==> config.mk <==
export PLATFORM = sky130hd
export DESIGN_NAME = count_display_mux
export DESIGN_NICKNAME = d
export VERILOG_FILES = /design/src/rtl/count_display_mux_pkg.sv /design/src/rtl/count_display_mux_seg7_decoder.sv /design/src/rtl/count_display_mux.sv
export SDC_FILE = /design/constraint.sdc
export NUM_CORES = 1
export LEC_CHECK = 0
export ABC_CLOCK_PERIOD_IN_PS = 4300
export CAP_MARGIN = 20
export CORE_MARGIN = 2
export CORE_UTILIZATION = 37
export DETAILED_ROUTE_END_ITERATION = 6
export PLACE_DENSITY = 0.72
export SETUP_SLACK_MARGIN = 0.02
export SLEW_MARGIN = 10
export SYNTH_ARGS = -nofsm -noshare
export SYNTH_HDL_FRONTEND = slang
export SYNTH_SLANG_ARGS = --single-unit
==> constraint.sdc <==
create_clock -name clk -period 4.3 [get_ports clk]
set_input_delay 0.43 -clock clk [delete_from_list [all_inputs] [get_ports clk]]
set_output_delay 0.43 -clock clk [all_outputs]
set_load 0.01 [all_outputs]
==> src/rtl/count_display_mux_pkg.sv <==
// count_display_mux_pkg: shared display constants (segment patterns, anode codes, slot encodings)
package count_display_mux_pkg;
    typedef enum logic {UNITS = 1'b0, TENS = 1'b1} slot_t;
    localparam logic [6:0] SEG_0     = 7'b1000000;
    localparam logic [6:0] SEG_1     = 7'b1111001;
    localparam logic [6:0] SEG_2     = 7'b0100100;
    localparam logic [6:0] SEG_3     = 7'b0110000;
    localparam logic [6:0] SEG_4     = 7'b0011001;
    localparam logic [6:0] SEG_5     = 7'b0010010;
    localparam logic [6:0] SEG_6     = 7'b0000010;
    localparam logic [6:0] SEG_7     = 7'b1111000;
    localparam logic [6:0] SEG_8     = 7'b0000000;
    localparam logic [6:0] SEG_9     = 7'b0010000;
    localparam logic [6:0] SEG_BLANK = 7'b1111111;
    localparam logic [1:0] AN_UNITS  = 2'b10;
    localparam logic [1:0] AN_TENS   = 2'b01;
    localparam logic [1:0] AN_OFF    = 2'b11;
endpackage

==> src/rtl/count_display_mux_seg7_decoder.sv <==
// seg7_decoder: 4-bit digit to active-low {g,f,e,d,c,b,a}; 10-15 blank
//   digit: value to show, seg: segment drive
module seg7_decoder
    import count_display_mux_pkg::*;
(
    input  logic [3:0] digit,
    output logic [6:0] seg
);
    always_comb begin
        case (digit)
            4'd0:    seg = SEG_0;
            4'd1:    seg = SEG_1;
            4'd2:    seg = SEG_2;
            4'd3:    seg = SEG_3;
            4'd4:    seg = SEG_4;
            4'd5:    seg = SEG_5;
            4'd6:    seg = SEG_6;
            4'd7:    seg = SEG_7;
            4'd8:    seg = SEG_8;
            4'd9:    seg = SEG_9;
            default: seg = SEG_BLANK;
        endcase
    end
endmodule

==> src/rtl/count_display_mux.sv <==
// count_display_mux: frame-latched two-digit multiplexed 7-segment display of a 4-bit count
//   clk, rst (async, active-low), count: upstream value
//   seg/an: active-low segments/anodes, changed/frame: one-cycle pulses after each latch
module count_display_mux
    import count_display_mux_pkg::*;
#(
    parameter int REFRESH_DIV = 4,
    parameter bit BLANK_LZ    = 1'b1
) (
    input  logic       clk,
    input  logic       rst,
    input  logic [3:0] count,
    output logic [6:0] seg,
    output logic [1:0] an,
    output logic       changed,
    output logic       frame
);
    localparam int PW = $clog2(REFRESH_DIV);
    localparam logic [PW-1:0] PRE_LAST = PW'(REFRESH_DIV - 1);
    logic [PW-1:0] pre;
    slot_t         digit, digit_nx;
    logic [3:0]    val, units, dig;
    logic [6:0]    dec_seg;
    logic          tens, slot_end, boundary, blank;

    assign slot_end = pre == PRE_LAST;
    // a frame ends as the tens slot hands back to units
    assign boundary = slot_end && digit == TENS;

    always_ff @(posedge clk or negedge rst) begin
        if (!rst) begin
            pre     <= '0;
            digit   <= UNITS;
            val     <= '0;
            frame   <= 1'b0;
            changed <= 1'b0;
        end else begin
            pre     <= slot_end ? '0 : pre + PW'(1);
            digit   <= digit_nx;
            val     <= boundary ? count : val;
            frame   <= boundary;
            changed <= boundary && count != val;
        end
    end

    always_comb begin
        digit_nx = digit;
        if (slot_end) digit_nx = digit == UNITS ? TENS : UNITS;
    end

    assign tens  = val >= 4'd10;
    assign units = tens ? val - 4'd10 : val;
    assign dig   = digit == TENS ? {3'b000, tens} : units;
    assign blank = digit == TENS && !tens && BLANK_LZ;

    seg7_decoder u_dec (.digit(dig), .seg(dec_seg));

    assign seg = blank ? SEG_BLANK : dec_seg;
    assign an  = digit == UNITS ? AN_UNITS : (blank ? AN_OFF : AN_TENS);
endmodule

==> results of run 1 <==
[state kept, by name, indices dropped and copies added, names as in the netlist]
signal	cells
pre	2
frame	1
digit	1
val	4
changed	1
[per-layer routing]
metal / up-vias / part of all wire / track usage
met3: 2 / 0.052 / 0.0528
met4: 0 / 0.011 / 0.0486
li1: 284 / - / -
met1: 267 / 0.49 / 0.195
met2: 12 / 0.45 / 0.184
met5: - / 0 / 0
[layout make-up]
cell class                 count  area (um^2)
inverter                       7         26.3
multi-input combinational     51          410
timing repair buffer          16          160
clock buffer                   4         26.3
sequential                     9          225
tap                           25         31.3
fill                         178          885
[logic make-up (layout without fill, tap and decap cells)]
family / after synthesis / in the layout
AO/OA/AOI/OAI: 20 / 20
AND/OR/NAND/NOR: 20 / 20
buffers and inverters: 12 / 27
flip-flops: 9 / 9
adder cells (fa/ha/maj): 5 / 5
XOR/XNOR: 5 / 5
multiplexers: 1 / 1
[worst register-to-register path, delay by kind of cell, from the launching register on]
| family | cells | cell delay, ns |
|---|---|---|
| buf+inv | 1 | 0.20 |
| compound gates | 1 | 0.07 |
| flops | 1 | 0.65 |
| simple gates | 2 | 0.26 |
[report_power, final]
part           leakage, uW  switching, uW  internal [uW]
clock network    0.0000150           29.2           35.8
registers         0.000112           5.47           86.5
logic             0.000266           26.1           32.9
[cells in the mapped netlist, drive strengths merged]
cell	instances
nor3b	1
a211oi	1
buf	5
nor2b	1
nand4b	1
dfrtp	9
mux2	1
o221a	1
nand3	4
a22o	1
and2b	1
a41oi	1
inv	7
a31oi	1
xnor2	4
nor2	3
a21oi	1
ha	5
a31o	1
and4	1
a21boi	1
o21ai	9
nand2	5
nand3b	2
xor2	1
o211ai	2
a211o	1
nor3	1
[how the worst min path moves through the flow]
stage / to / cells past startpoint / from / slack (ns)
after global routing: pre[0]$_DFF_PN0_ / 1 / pre[0]$_DFF_PN0_ / 0.47
after floorplan: changed$_DFF_PN0_ / 0 / rst / 0.13
after global placement: pre[0]$_DFF_PN0_ / 1 / pre[0]$_DFF_PN0_ / 0.42
final: pre[0]$_DFF_PN0_ / 1 / pre[0]$_DFF_PN0_ / 0.43
after detailed placement: pre[0]$_DFF_PN0_ / 1 / pre[0]$_DFF_PN0_ / 0.42
after CTS: pre[0]$_DFF_PN0_ / 1 / pre[0]$_DFF_PN0_ / 0.43
[metrics by stage]
stage               setup slack, ns  power, uW   util  instance area, um^2
finish                         1.35        216  0.499                  880
global route                   1.21        229  0.499                  880
CTS                            1.36        218  0.499                  880
detailed placement             1.64        153  0.484                  853
global placement               1.68        152  0.484                  853
floorplan                      2.30        128      -                  714
==> insert_results.sql, run 1 <==
INSERT INTO impl_metrics (metric_group, metric, value, unit) VALUES
('setup_path', 'cp-end-kind', 'primary output', ''),
('floorplan', 'die_x', '47.9', 'um'),
('sta', 'grt_setup_unrepaired', 'no', ''),
('sta', 'timing.final.setup_violations', '0', ''),
('placement', 'place_inst', '108', ''),
('clock_tree', 'clk_pin_slew_worst_paths', '0.06', 'ns'),
('setup_path', 'crit-reg2reg-capture', 'val[1]$_DFFE_PN0P_', ''),
('sta', 'setup_tns', '0', 'ns'),
('clock_tree', 'numCtsBuffers', '3', ''),
('synthesis', 'post_synth_main_area_contributors', 'sky130_fd_sc_hd__dfrtp_1 32%, sky130_fd_sc_hd__ha_1 8.8%, sky130_fd_sc_hd__buf_6 6.3%', ''),
('final_layout', 'layout_common_cells', '16 x sky130_fd_sc_hd__clkdlybuf4s50_1, 9 x sky130_fd_sc_hd__dfrtp_1, 8 x sky130_fd_sc_hd__o21ai_0', ''),
('routing', 'number_of_antenna_violating_nets_in_the_routed_design', '0', ''),
('floorplan', 'fp-row-count', '15', ''),
('setup_path', 'startpoint_type', 'flip-flop', ''),
('placement', 'io_buffer_count', '16', ''),
('setup_path', 'setup.worst_path.class', 'flip-flop to primary output', ''),
('final_layout', 'final_cells', '112', ''),
('synthesis', 'synth_mux_area_frac', '0.0158', ''),
('run_status', 'run_status', 'complete, no violations', ''),
('final_layout', 'finalNetCount', '99', ''),
('global_route', 'grt_max_degree', '12', ''),
('setup_path', 'path_buf_inv', '2', ''),
('power_and_ir_drop', 'power_per_cell_area', '245', 'nW/um^2'),
('clock_tree', 'cts-resized-gates', '0', ''),
('sta', 'max-slew-margin-rel', '0.675', ''),
('synthesis', 'avgSynthCellArea', '9.92', 'um^2'),
('final_layout', 'layout.cells.most_common', 'sky130_fd_sc_hd__clkdlybuf4s50_1', ''),
('sta', 'layout_skew', '0.00528', 'ns'),
('routing', 'dr.first_iter.drc_count', '14', ''),
('clock_tree', 'tritoncts_num_sinks', '9', ''),
('setup_path', 'critical_path_peak_fanout', '9', ''),
('synthesis', 'synth_seq_cells', '9', ''),
('synthesis', 'netlist.top_cell.by_area', 'sky130_fd_sc_hd__dfrtp_1', ''),
('setup_path', 'critPathRequiredTime', '3.87', 'ns'),
('placement', 'dp_hpwl', '981', 'um'),
('sta', 'worst_slew_pin_slew', '0.488', 'ns'),
('setup_path', 'worst_ep_arrival_time', '2.52', 'ns'),
('setup_path', 'worst-path-stages', '6', ''),
('routing', 'drt_drc_violations_left', '0', ''),
('job', 'max_cap_violations', '0', ''),
('routing', 'vias_per_cell', '5.04', ''),
('synthesis', 'mappedNetlistNets', '83', ''),
('setup_path', 'worst_path_dominant_cell_family', 'compound AO/OA/AOI/OAI gates', ''),
('placement', 'globalplace.congestion', '0.766', ''),
('global_route', 'global_route_usage_over_all_layers', '0.136', ''),
('global_route', 'antenna_found_initial', '0', ''),
('setup_path', 'critical_path.startpoint', 'val[1]$_DFFE_PN0P_', ''),
('global_route', 'first_global_vias', '483', ''),
('setup_path', 'crit_path_cell_chain', 'inv_1 -> ha_1 -> o21ai_1 -> o21ai_0 -> o21ai_0 -> clkdlybuf4s50_1', ''),
('floorplan', 'floorplan.initialDensity', '0.405', ''),
('final_layout', 'area_growth', '23.1', '%'),
('clock_tree', 'cts.repair_timing.setup_buffer_count', '0', ''),
('clock_tree', 'cts-htree-levels', '1', ''),
('synthesis', 'combinational_family_with_the_most_area_after_synthesis', 'compound AO/OA/AOI/OAI gates', ''),
('setup_path', 'crit_slowest_cell', 'sky130_fd_sc_hd__dfrtp_1', ''),
('floorplan', 'fp.dieArea', '2300', 'um^2'),
('global_route', 'grt_overflow', '0', ''),
('final_layout', 'antenna_cells', '0', ''),
('synthesis', 'synth-compound-area-share', '0.245', ''),
('setup_path', 'timing.rr.start', 'digit$_DFFE_PN0P_', ''),
('clock_tree', 'clk_latency', '0.26', 'ns'),
('sta', 'fmax', '0.339', 'GHz'),
('routing', 'drt_first_pass_iters', '4', ''),
('setup_path', 'critPathCapture', 'seg[5]', ''),
('sta', 'fin_hold_ws', '0.427', 'ns'),
('global_route', 'grt_pass1_wl', '2130', 'um'),
('synthesis', 'synthesis.area', '714', 'um^2'),
('synthesis', 'yosys.area_share.adder', '0.0876', ''),
('power_and_ir_drop', 'ir_drop', '220', 'uV'),
('setup_path', 'max_stage_delay', '0.55', 'ns'),
('synthesis', 'synth_seq_area_share', '0.315', '');
Note: power is estimated with default switching activity, not from simulation.
==> run 2, diff against run 1 <==
- ABC_CLOCK_PERIOD_IN_PS: 4300 -> 2700
- PLACE_DENSITY: 0.72 -> 0.75
- clock period: 4.3 -> 2.7 ns (I/O delays scaled with it)
==> insert_results.sql, run 2 (synthesis gave the netlist of run 1 again) <==
INSERT INTO impl_metrics (metric_group, metric, value, unit) VALUES
('final_layout', 'layout.cells.most_common', 'sky130_fd_sc_hd__clkdlybuf4s50_1', ''),
('setup_path', 'startpoint_type', 'flip-flop', ''),
('clock_tree', 'cts_tree', 'yes', ''),
('final_layout', 'area_growth', '26.1', '%'),
('global_route', 'global_route_usage_over_all_layers', '0.147', ''),
('floorplan', 'placeableCoreArea', '1760', 'um^2'),
('global_route', 'grt_max_degree', '12', ''),
('floorplan', 'die_x', '47.9', 'um'),
('final_layout', 'finalNetCount', '101', ''),
('clock_tree', 'ctsRootBufferMaster', 'sky130_fd_sc_hd__clkbuf_4', ''),
('clock_tree', 'clock_tree.buffer_depth', '2', ''),
('sta', 'timing.final.setup_violations', '0', ''),
('routing', 'drt_first_pass_iters', '4', ''),
('power_and_ir_drop', 'net-switching-power', '94.9', 'uW'),
('sta', 'worst_slew_pin_slew', '0.393', 'ns'),
('clock_tree', 'clk_pin_slew_worst_paths', '0.06', 'ns'),
('placement', 'globalplace.congestion', '0.733', ''),
('final_layout', 'antenna_cells', '0', ''),
('floorplan', 'die-height', '47.9', 'um'),
('final_layout', 'layout_common_cells', '16 x sky130_fd_sc_hd__clkdlybuf4s50_1, 7 x sky130_fd_sc_hd__o21ai_0, 7 x sky130_fd_sc_hd__dfrtp_1', ''),
('setup_path', 'crit-reg2reg-capture', 'val[3]$_DFFE_PN0P_', ''),
('run_status', 'run_status', 'complete, no violations', ''),
('routing', 'dr.first_iter.drc_count', '11', ''),
('setup_path', 'reg2reg_slack', '1.51', 'ns'),
('setup_path', 'setup.worst_path.class', 'flip-flop to primary output', ''),
('power_and_ir_drop', 'sw_frac_of_total', '0.275', ''),
('routing', 'total_routed_length', '1390', 'um'),
('clock_tree', 'cts.repair_timing.setup_buffer_count', '0', ''),
('final_layout', 'reg_with_most_ffs', 'val', ''),
('final_layout', 'layout_top_registers', 'val x4, pre x2', ''),
('sta', 'timing.final.crit_share', '0.950', ''),
('setup_path', 'critPathRequiredTime', '2.43', 'ns'),
('clock_tree', 'cts-htree-levels', '1', ''),
('power_and_ir_drop', 'ir_drop', '283', 'uV'),
('sta', 'fmax', '0.390', 'GHz'),
('final_layout', 'largest_register_ff_count', '4', ''),
('sta', 'timing.final.crit_period', '2.56', 'ns'),
('setup_path', 'critical_path_peak_fanout', '7', ''),
('clock_tree', 'numCtsBuffers', '3', ''),
('placement', 'dp_hpwl', '1090', 'um'),
('global_route', 'grt_pass1_wl', '2320', 'um'),
('final_layout', 'layout-drive-gt1-share', '0.213', ''),
('clock_tree', 'clk_latency', '0.25', 'ns'),
('routing', 'routed-via-count', '566', ''),
('setup_path', 'r2r_cells', '3', ''),
('floorplan', 'floorplan.initialDensity', '0.405', ''),
('sta', 'final_hold_viol_count', '0', ''),
('setup_path', 'cp-end-kind', 'primary output', ''),
('placement', 'io_buffer_count', '16', ''),
('power_and_ir_drop', 'power_per_cell_area', '382', 'nW/um^2'),
('setup_path', 'worst_ep_arrival_time', '2.29', 'ns'),
('setup_path', 'critical_path.startpoint', 'val[2]$_DFFE_PN0P_', ''),
('sta', 'grt_setup_unrepaired', 'no', ''),
('power_and_ir_drop', 'leakage', '0.000401', 'uW'),
('floorplan', 'fp-row-count', '15', ''),
('sta', 'layout_skew', '0.000634', 'ns'),
('clock_tree', 'tritoncts_num_sinks', '9', ''),
('floorplan', 'number_of_top_level_design_ports', '17', ''),
('power_and_ir_drop', 'power.combinational.fraction', '0.299', ''),
('hold_path', 'hp-class', 'input port to async pin', ''),
('setup_path', 'timing.rr.start', 'pre[0]$_DFF_PN0_', ''),
('job', 'max_cap_violations', '0', ''),
('final_layout', 'stdcell_area', '901', 'um^2'),
('floorplan', 'fp.dieArea', '2300', 'um^2'),
('power_and_ir_drop', 'clk_network_pwr_share', '0.285', ''),
('global_route', 'first_global_vias', '533', ''),
('routing', 'drt_drc_violations_left', '0', ''),
('power_and_ir_drop', 'seq_power_share', '0.416', ''),
('sta', 'finalMaxSlewViolations', '0', ''),
('routing', 'avgRoutedWirePerCell', '12.2', 'um'),
('power_and_ir_drop', 'internal_power_summed_over_all_cells', '250', 'uW'),
('global_route', 'antenna_found_initial', '0', ''),
('sta', 'setup_tns', '0', 'ns'),
('routing', 'vias_per_cell', '4.96', ''),
('placement', 'dpl_cell_area', '868', 'um^2'),
('sta', 'max-slew-margin-rel', '0.737', ''),
('global_route', 'grt_overflow', '0', ''),
('routing', 'number_of_antenna_violating_nets_in_the_routed_design', '0', '');
run 2: changes by cell type in the layout (fill, tap and decap cells not counted), sizes merged:
cell  change
buf       +2
run 2: worst max-delay path, cell delays in order (launching register included):
cell and delay, ns:
sky130_fd_sc_hd__dfrtp_1 0.40, sky130_fd_sc_hd__buf_4 0.18, sky130_fd_sc_hd__o211ai_4 0.18, sky130_fd_sc_hd__a21boi_4 0.24, sky130_fd_sc_hd__inv_2 0.06, sky130_fd_sc_hd__ha_1 0.20
sky130_fd_sc_hd__o21ai_1 0.19, sky130_fd_sc_hd__o21ai_0 0.11, sky130_fd_sc_hd__clkdlybuf4s50_1 0.48
run 2: worst max-delay path by stage:
stage | end | slack [ns] | cells past startpoint
detailed placement | seg[6] | 0.31 | 7
finish | seg[6] | 0.14 | 8
floorplan | seg[0] | 0.86 | 6
global route | seg[1] | 0.03 | 6
CTS | seg[6] | 0.03 | 7
global placement | seg[6] | 0.41 | 7
run 2: power by group through the flow:
stage                     Sequential (uW)  Combinational (uW)  Clock (uW)
final                                 143                 103        98.3
after CTS                             143                 102         104
after global placement                145                99.6           0
after floorplan                       142                61.8           0
after global routing                  144                 112         112
after detailed placement              146                 102           0
run 2: layout make-up:
cell class	instances	area, um^2
Sequential cell	9	228
Inverter	7	26.3
Tap cell	25	31.3
Timing Repair Buffer	18	175
Fill cell	172	863
Clock buffer	4	26.3
Multi-Input combinational cell	51	414
run 2: metal layers:
metal	up-vias	global-route usage	wire length, um
met3	0	0.0340	39
li1	290	-	-
met1	272	0.177	628
met4	0	0.0811	0
met2	4	0.240	721
met5	-	0	0
run 2: repair_timing:
| item | CTS | global route |
|---|---|---|
| hold buffers | 0 | 0 |
| resized for setup | 0 | 4 |
| endpoints found under the setup margin | 0 | 5 |
run 2: stage by stage:
stage	setup WS (ns)	cells	hold slack (ns)	power [uW]	utilization
after CTS	0.0260	114	0.311	349	0.507
after floorplan	0.863	72	-0.0256	204	-
after global routing	0.0313	114	0.329	368	0.511
after global placement	0.408	110	0.413	245	0.492
final	0.136	114	0.309	345	0.511
after detailed placement	0.315	110	0.422	247	0.492
==> run 3, diff against run 2 <==
- ABC_CLOCK_PERIOD_IN_PS: 2700 -> 3300
- PLACE_DENSITY: 0.75 -> 0.72
- SLEW_MARGIN: 10 -> 30
- clock period: 2.7 -> 3.3 ns (I/O delays scaled with it)
==> results of run 3 <==
The final DEF is identical to that of run 1. Status: complete, no violations.
Among the figures that moved: setup slack after placement 1.64 ns -> 0.744 ns; setup slack after layout 1.35 ns -> 0.454 ns; hold slack 0.427 ns -> 0.356 ns; register-to-register setup slack 3.05 ns -> 2.05 ns; total power 216 uW -> 281 uW; worst IR drop on VDD 220 uV -> 287 uV
